`src/rtl/fifo_arb_pkg.sv`:
```
// Shared types and constants for the FIFO enqueue arbiters.
package fifo_arb_pkg;

   localparam int ARB_TAGW   = 2;
   localparam int ARB_DWIDTH = 13;

   typedef enum logic {
      IDLE   = 1'b0,
      LOCKED = 1'b1
   } arb_state_e;

   // One FIFO entry: requester tag in the top bits, payload below.
   typedef struct packed {
      logic [ARB_TAGW-1:0]   tag;
      logic [ARB_DWIDTH-1:0] payload;
   } tag_payload_t;

endpackage

```
`src/rtl/rr_pick.sv`:
```
// Round-robin picker: first set bit of mask, searching upward from ptr with wrap.
module rr_pick #(
   parameter int NREQ = 4,
   parameter int TAGW = 2
) (
   input  logic [NREQ-1:0] mask,
   input  logic [TAGW-1:0] ptr,
   output logic [TAGW-1:0] gnt,
   output logic            have_gnt
);

   // Scan ptr, ptr+1, ... modulo NREQ; the first hit wins.
   always_comb begin
      logic [TAGW-1:0] idx;
      gnt      = '0;
      have_gnt = 1'b0;
      idx      = '0;
      for (int unsigned i = 0; i < NREQ; i++) begin
         idx = ptr + TAGW'(i);
         if (!have_gnt && mask[idx]) begin
            gnt      = idx;
            have_gnt = 1'b1;
         end
      end
   end

endmodule

```
`src/rtl/fifo_enq_arbiter.sv`:
```
// Round-robin arbiter sharing one FIFO enqueue port between requesters,
// with bounded bursts per grant and a tag prepended to each entry.
module fifo_enq_arbiter
  import fifo_arb_pkg::*;
#(
  parameter int NREQ   = 4,
  parameter int TAGW   = ARB_TAGW,
  parameter int DWIDTH = ARB_DWIDTH,
  parameter int BURST  = 4
) (
  input  logic                   CLK,
  input  logic                   nRST,
  input  logic [NREQ-1:0]        req_valid,
  input  logic [NREQ-1:0]        req_enq__ENA,
  input  logic [NREQ*DWIDTH-1:0] req_enq_v,
  output logic [NREQ-1:0]        req_enq__RDY,
  output logic                   out_enq__ENA,
  output logic [TAGW+DWIDTH-1:0] out_enq_v,
  input  logic                   out_enq__RDY,
  output logic [TAGW-1:0]        owner,
  output logic                   locked,
  output logic                   err
);

  localparam int BCW = $clog2(BURST + 1);

  arb_state_e      st_q, st_d;
  logic [TAGW-1:0] ptr_q, ptr_d;
  logic [TAGW-1:0] owner_q, owner_d;
  logic [BCW-1:0]  bcnt_q, bcnt_d;
  logic            err_q, err_d;

  logic [TAGW-1:0] pick_gnt;
  logic            pick_have;
  logic [TAGW-1:0] gnt;
  logic            have_gnt;
  logic [NREQ-1:0] rdy;
  logic            fire;
  logic            proto_err;
  tag_payload_t    fwd;

  rr_pick #(
    .NREQ (NREQ),
    .TAGW (TAGW)
  ) u_pick (
    .mask     (req_valid),
    .ptr      (ptr_q),
    .gnt      (pick_gnt),
    .have_gnt (pick_have)
  );

  // Outputs are gated by nRST so nothing leaks out while reset is held.
  always_comb begin
    if (st_q == LOCKED) begin
      gnt      = owner_q;
      have_gnt = req_valid[owner_q];
    end else begin
      gnt      = pick_gnt;
      have_gnt = pick_have;
    end

    rdy = '0;
    if (out_enq__RDY && have_gnt && nRST) begin
      rdy = NREQ'(1) << gnt;
    end

    fire = req_enq__ENA[gnt] & rdy[gnt];

    proto_err = (|(req_enq__ENA & ~rdy)) ||
                ((req_enq__ENA & (req_enq__ENA - NREQ'(1))) != '0);

    fwd = '0;
    if (fire) begin
      fwd.tag     = gnt;
      fwd.payload = req_enq_v[gnt*DWIDTH +: DWIDTH];
    end
  end

  always_comb begin
    logic [BCW-1:0] nb;
    st_d    = st_q;
    ptr_d   = ptr_q;
    owner_d = owner_q;
    bcnt_d  = bcnt_q;
    err_d   = err_q | proto_err;
    nb      = bcnt_q + BCW'(1);

    case (st_q)
      IDLE: begin
        if (fire) begin
          owner_d = gnt;
          bcnt_d  = BCW'(1);
          if (BURST == 1) begin
            ptr_d = gnt + TAGW'(1);
          end else begin
            st_d = LOCKED;
          end
        end
      end
      LOCKED: begin
        if (fire) begin
          bcnt_d = nb;
          if (nb == BCW'(BURST)) begin
            st_d  = IDLE;
            ptr_d = owner_q + TAGW'(1);
          end
        end else if (!req_valid[owner_q]) begin
          st_d   = IDLE;
          ptr_d  = owner_q + TAGW'(1);
          bcnt_d = '0;
        end
      end
      default: st_d = IDLE;
    endcase
  end

  always_ff @(posedge CLK or negedge nRST) begin
    if (!nRST) begin
      st_q    <= IDLE;
      ptr_q   <= '0;
      owner_q <= '0;
      bcnt_q  <= '0;
      err_q   <= 1'b0;
    end else begin
      st_q    <= st_d;
      ptr_q   <= ptr_d;
      owner_q <= owner_d;
      bcnt_q  <= bcnt_d;
      err_q   <= err_d;
    end
  end

  assign req_enq__RDY = rdy;
  assign out_enq__ENA = fire;
  assign out_enq_v    = fwd;
  assign owner        = owner_q;
  assign locked       = (st_q == LOCKED);
  assign err          = err_q;

endmodule

```
`config.mk`:
```
export PLATFORM = sky130hd
export DESIGN_NAME = fifo_enq_arbiter
export DESIGN_NICKNAME = d
export VERILOG_FILES = /design/src/rtl/fifo_arb_pkg.sv /design/src/rtl/rr_pick.sv /design/src/rtl/fifo_enq_arbiter.sv
export SDC_FILE = /design/constraint.sdc
export NUM_CORES = 1
export LEC_CHECK = 0
export CAP_MARGIN = 40
export CELL_PAD_IN_SITES_DETAIL_PLACEMENT = 1
export CELL_PAD_IN_SITES_GLOBAL_PLACEMENT = 1
export CORE_UTILIZATION = 27
export CTS_BUF_LIST = sky130_fd_sc_hd__clkbuf_2 sky130_fd_sc_hd__clkbuf_4 sky130_fd_sc_hd__clkbuf_8
export DETAILED_ROUTE_END_ITERATION = 10
export GPL_TIMING_DRIVEN = 0
export HOLD_SLACK_MARGIN = 0.03
export PLACE_DENSITY = 0.89
export SYNTH_ARGS = -nofsm -noshare
export SYNTH_HDL_FRONTEND = slang
export SYNTH_SLANG_ARGS = --single-unit
```
`constraint.sdc`:
```
create_clock -name CLK -period 6.67 [get_ports CLK]
set_input_delay 1.334 -clock CLK [delete_from_list [all_inputs] [get_ports CLK]]
set_output_delay 1.334 -clock CLK [all_outputs]
set_load 0.02 [all_outputs]
```
==> impl_results.md <==
- # clock sinks: 9
- Diode count: 0
- Synthesized area per cell: 7.81 um2
- Vias per inst: just over 5
- Top cell type's share of synthesized area: a little over a fifth
- Top post-synthesis cells by area: mux2i_1 (21%), dfrtp_1 (17%), nand2_1 (9.5%), and3_1 (6.2%), a2111oi_4 (4.2%)
- Global Route Usage Sum: between 10% and 20%
- Tightest Hold Check Type: register to register
- Synthesis Warnings: 0
- Worst setup EP type: output pin
- Port Buffer Count: 86
- Placer Congestion: 0.786
- DR WL/cell: 16.5 um
- Initial antenna violation count: 0
- Sum Neg Setup Slack: 0 ps
- TritonCTS clock tree: built
- RSZ-0062 raised after global routing: false
- Die W: 71.5 um
- Fmax: approximately 0.17 GHz
- CP Launch Type: input pin
- GR Overflow Total: 0
- First-pass GRT wire length: around 7900 um
- Yosys reg bits: 9
- Post-synth EDFFs: 0
- Nets: about 320
- # DRC: 0
- Vias in the first global route: between 1,500 and 2,000
- Cells after synthesis: roughly 170
- Max-Cap Viols: 0
- Worst skew pair latency: about 240 ps
- Post-synth ARST share: 100%
- Final hold vios: 0
- Io pins: 87
- Slew Viols, Final: 0
- Crit. Startpoint: req_valid[0]
- Required time worst endpoint: approximately 5300 ps
- Total CTS buffers: 3
- Most common cell after layout, fill and taps aside: clkdlybuf4s50_1
- Layout cell share with drive strength beyond 1: about a tenth
- Pre-CTS setup slack: roughly 950 ps
- Die H: ~71 um
- DIE AREA: approximately 5000 um2
- Hpwl dp: 4130 um
- Final ANT Viol Nets: 0
- Post-layout util: slightly above 50%
- Min setup slack post-route: 946 ps
- Vias: between 1,500 and 2,000
- Commonest non-fill, non-tap cells in the layout: clkdlybuf4s50_1 (86), nand2_1 (33), mux2i_1 (28), and3_1 (13), nor2_1 (12)
- R2r startpoint: owner[0]
- Initial core utilization: 28.9%
- Largest area contributor in the netlist: mux2i_1
- CTS Root Cell: clkbuf_8
- Layout area overhead: 74.8%
- Hold_sp: bcnt_q[0]
- # hold bufs at CTS: 0
- Critical Path AT: between 4000 and 5000 ps
- Final setup vio count: 0
- Cell variety after synth: between 40 and 50
- Final period util: between 80% and 90%
- Longest Clk Path Bufs: 2
- Iteration-0 DRC Markers: 28
- Layout Skew: around 0.96 ps
- Crit path kind: input pin to output pin
- Rows: 24
- Leakage power total: ~0.98 nW
- Drt pass-1 iters: 4
- Top FF cell, synth: dfrtp_1
- PostCTS Resize Cnt: 0
- Largest net degree at the start of global routing: 12
- Rel. slew slack: between 60% and 70%
- Status: completed
- Post-CTS setup buffer count: 0
- Clock Pin Slew Worst Setup and Hold Paths: 50 ps
- DP Area: approximately 2200 um2
- Number of H-tree levels: 1
- WL final: 5090 um
- Tightest Pin Transition: 488 ps
- Worst vdd ir: between 0.0002 and 0.00025 V
- Power density cells: between 300 and 400 nW/um2
- Worst-path maximum fanout: 10
- Cell area after synthesis: ~1300 um2
- Cell area after layout: ~2300 um2
- Final hold slack: 528 ps
- Syn nets: between 200 and 250
- Core ar.: between 4000 and 5000 um2
- Register area share after synthesis: between 15 and 20%
- Post-layout min period: between 5000 and 6000 ps
-- critical path, stage by stage --
cell	delay, ps
clkdlybuf4s50_1	490
nor2b_1	200
o21bai_1	240
a32o_1	200
buf_2	210
a21oi_2	80
a211oi_2	400
clkbuf_1	380
and3_1	240
clkdlybuf4s50_1	610
-- where the power goes --
part / total [mW] / switching (mW) / leakage (nW) / internal (mW)
clock network: 0.0691 / 0.0232 / 0.0262 / 0.0458
logic: 0.629 / 0.345 / 0.850 / 0.283
registers: 0.0983 / 0.0226 / 0.108 / 0.0757
-- sequential cells by signal, summed over array words and instances, names as in the netlist --
signal	count
ptr_q	2
bcnt_q	3
locked	1
err	1
owner	2
-- layer usage --
metal / track usage (%) / wire [um] / vias to the layer above
met2: 35.1 / 2530 / 50
met4: 8.06 / 135 / 0
met1: 24.2 / 2170 / 754
met3: 2.67 / 258 / 11
li1: - / - / 782
met5: 0 / 0 / -
-- cells in the mapped netlist, types with 3 or more instances --
cell,number
dfrtp_1,9
nor2_1,12
inv_1,6
a21oi_1,6
and3_1,13
nor3_1,5
o31ai_1,3
nand3_1,4
clkbuf_1,5
buf_2,6
mux2i_1,28
nand2_1,33
-- metrics by stage --
step                total power, mW  std cells
detailed placement            0.730        305
global placement              0.718        305
finish                        0.796        309
global route                  0.859        309
floorplan                     0.526        167
CTS                           0.804        309
-- logic make-up after synthesis --
family,synth area share [%]
and+or+nand+nor,29.9
muxes,24.4
AOI/OAI and AO/OA,19.8
buffers and inverters,6.05
DFF,17.3
adders and majority gates,1.92
xor gates and xnor gates,0.672
-- final timing paths --
path                                 to  cells after the start  slack, ps
max                        out_enq_v[5]                     10        950
min                           bcnt_q[0]                      1        530
max reg2reg                    ptr_q[1]                      7       4400
min reg2reg                   bcnt_q[0]                      1        530
max in group asynchronous      ptr_q[1]                      1       4910
min in group asynchronous     bcnt_q[1]                      1       1430
-- area by class of cell --
class	instances	area (um2)
Clock buffer	4	48.8
Inverter	6	22.5
Timing Repair Buffer	86	861
Multi-Input combinational cell	140	1000
Sequential cell	9	225
Fill cell	554	2230
Buffer	12	56.3
Tap cell	52	65.1
(Power assumes the default switching activity.)
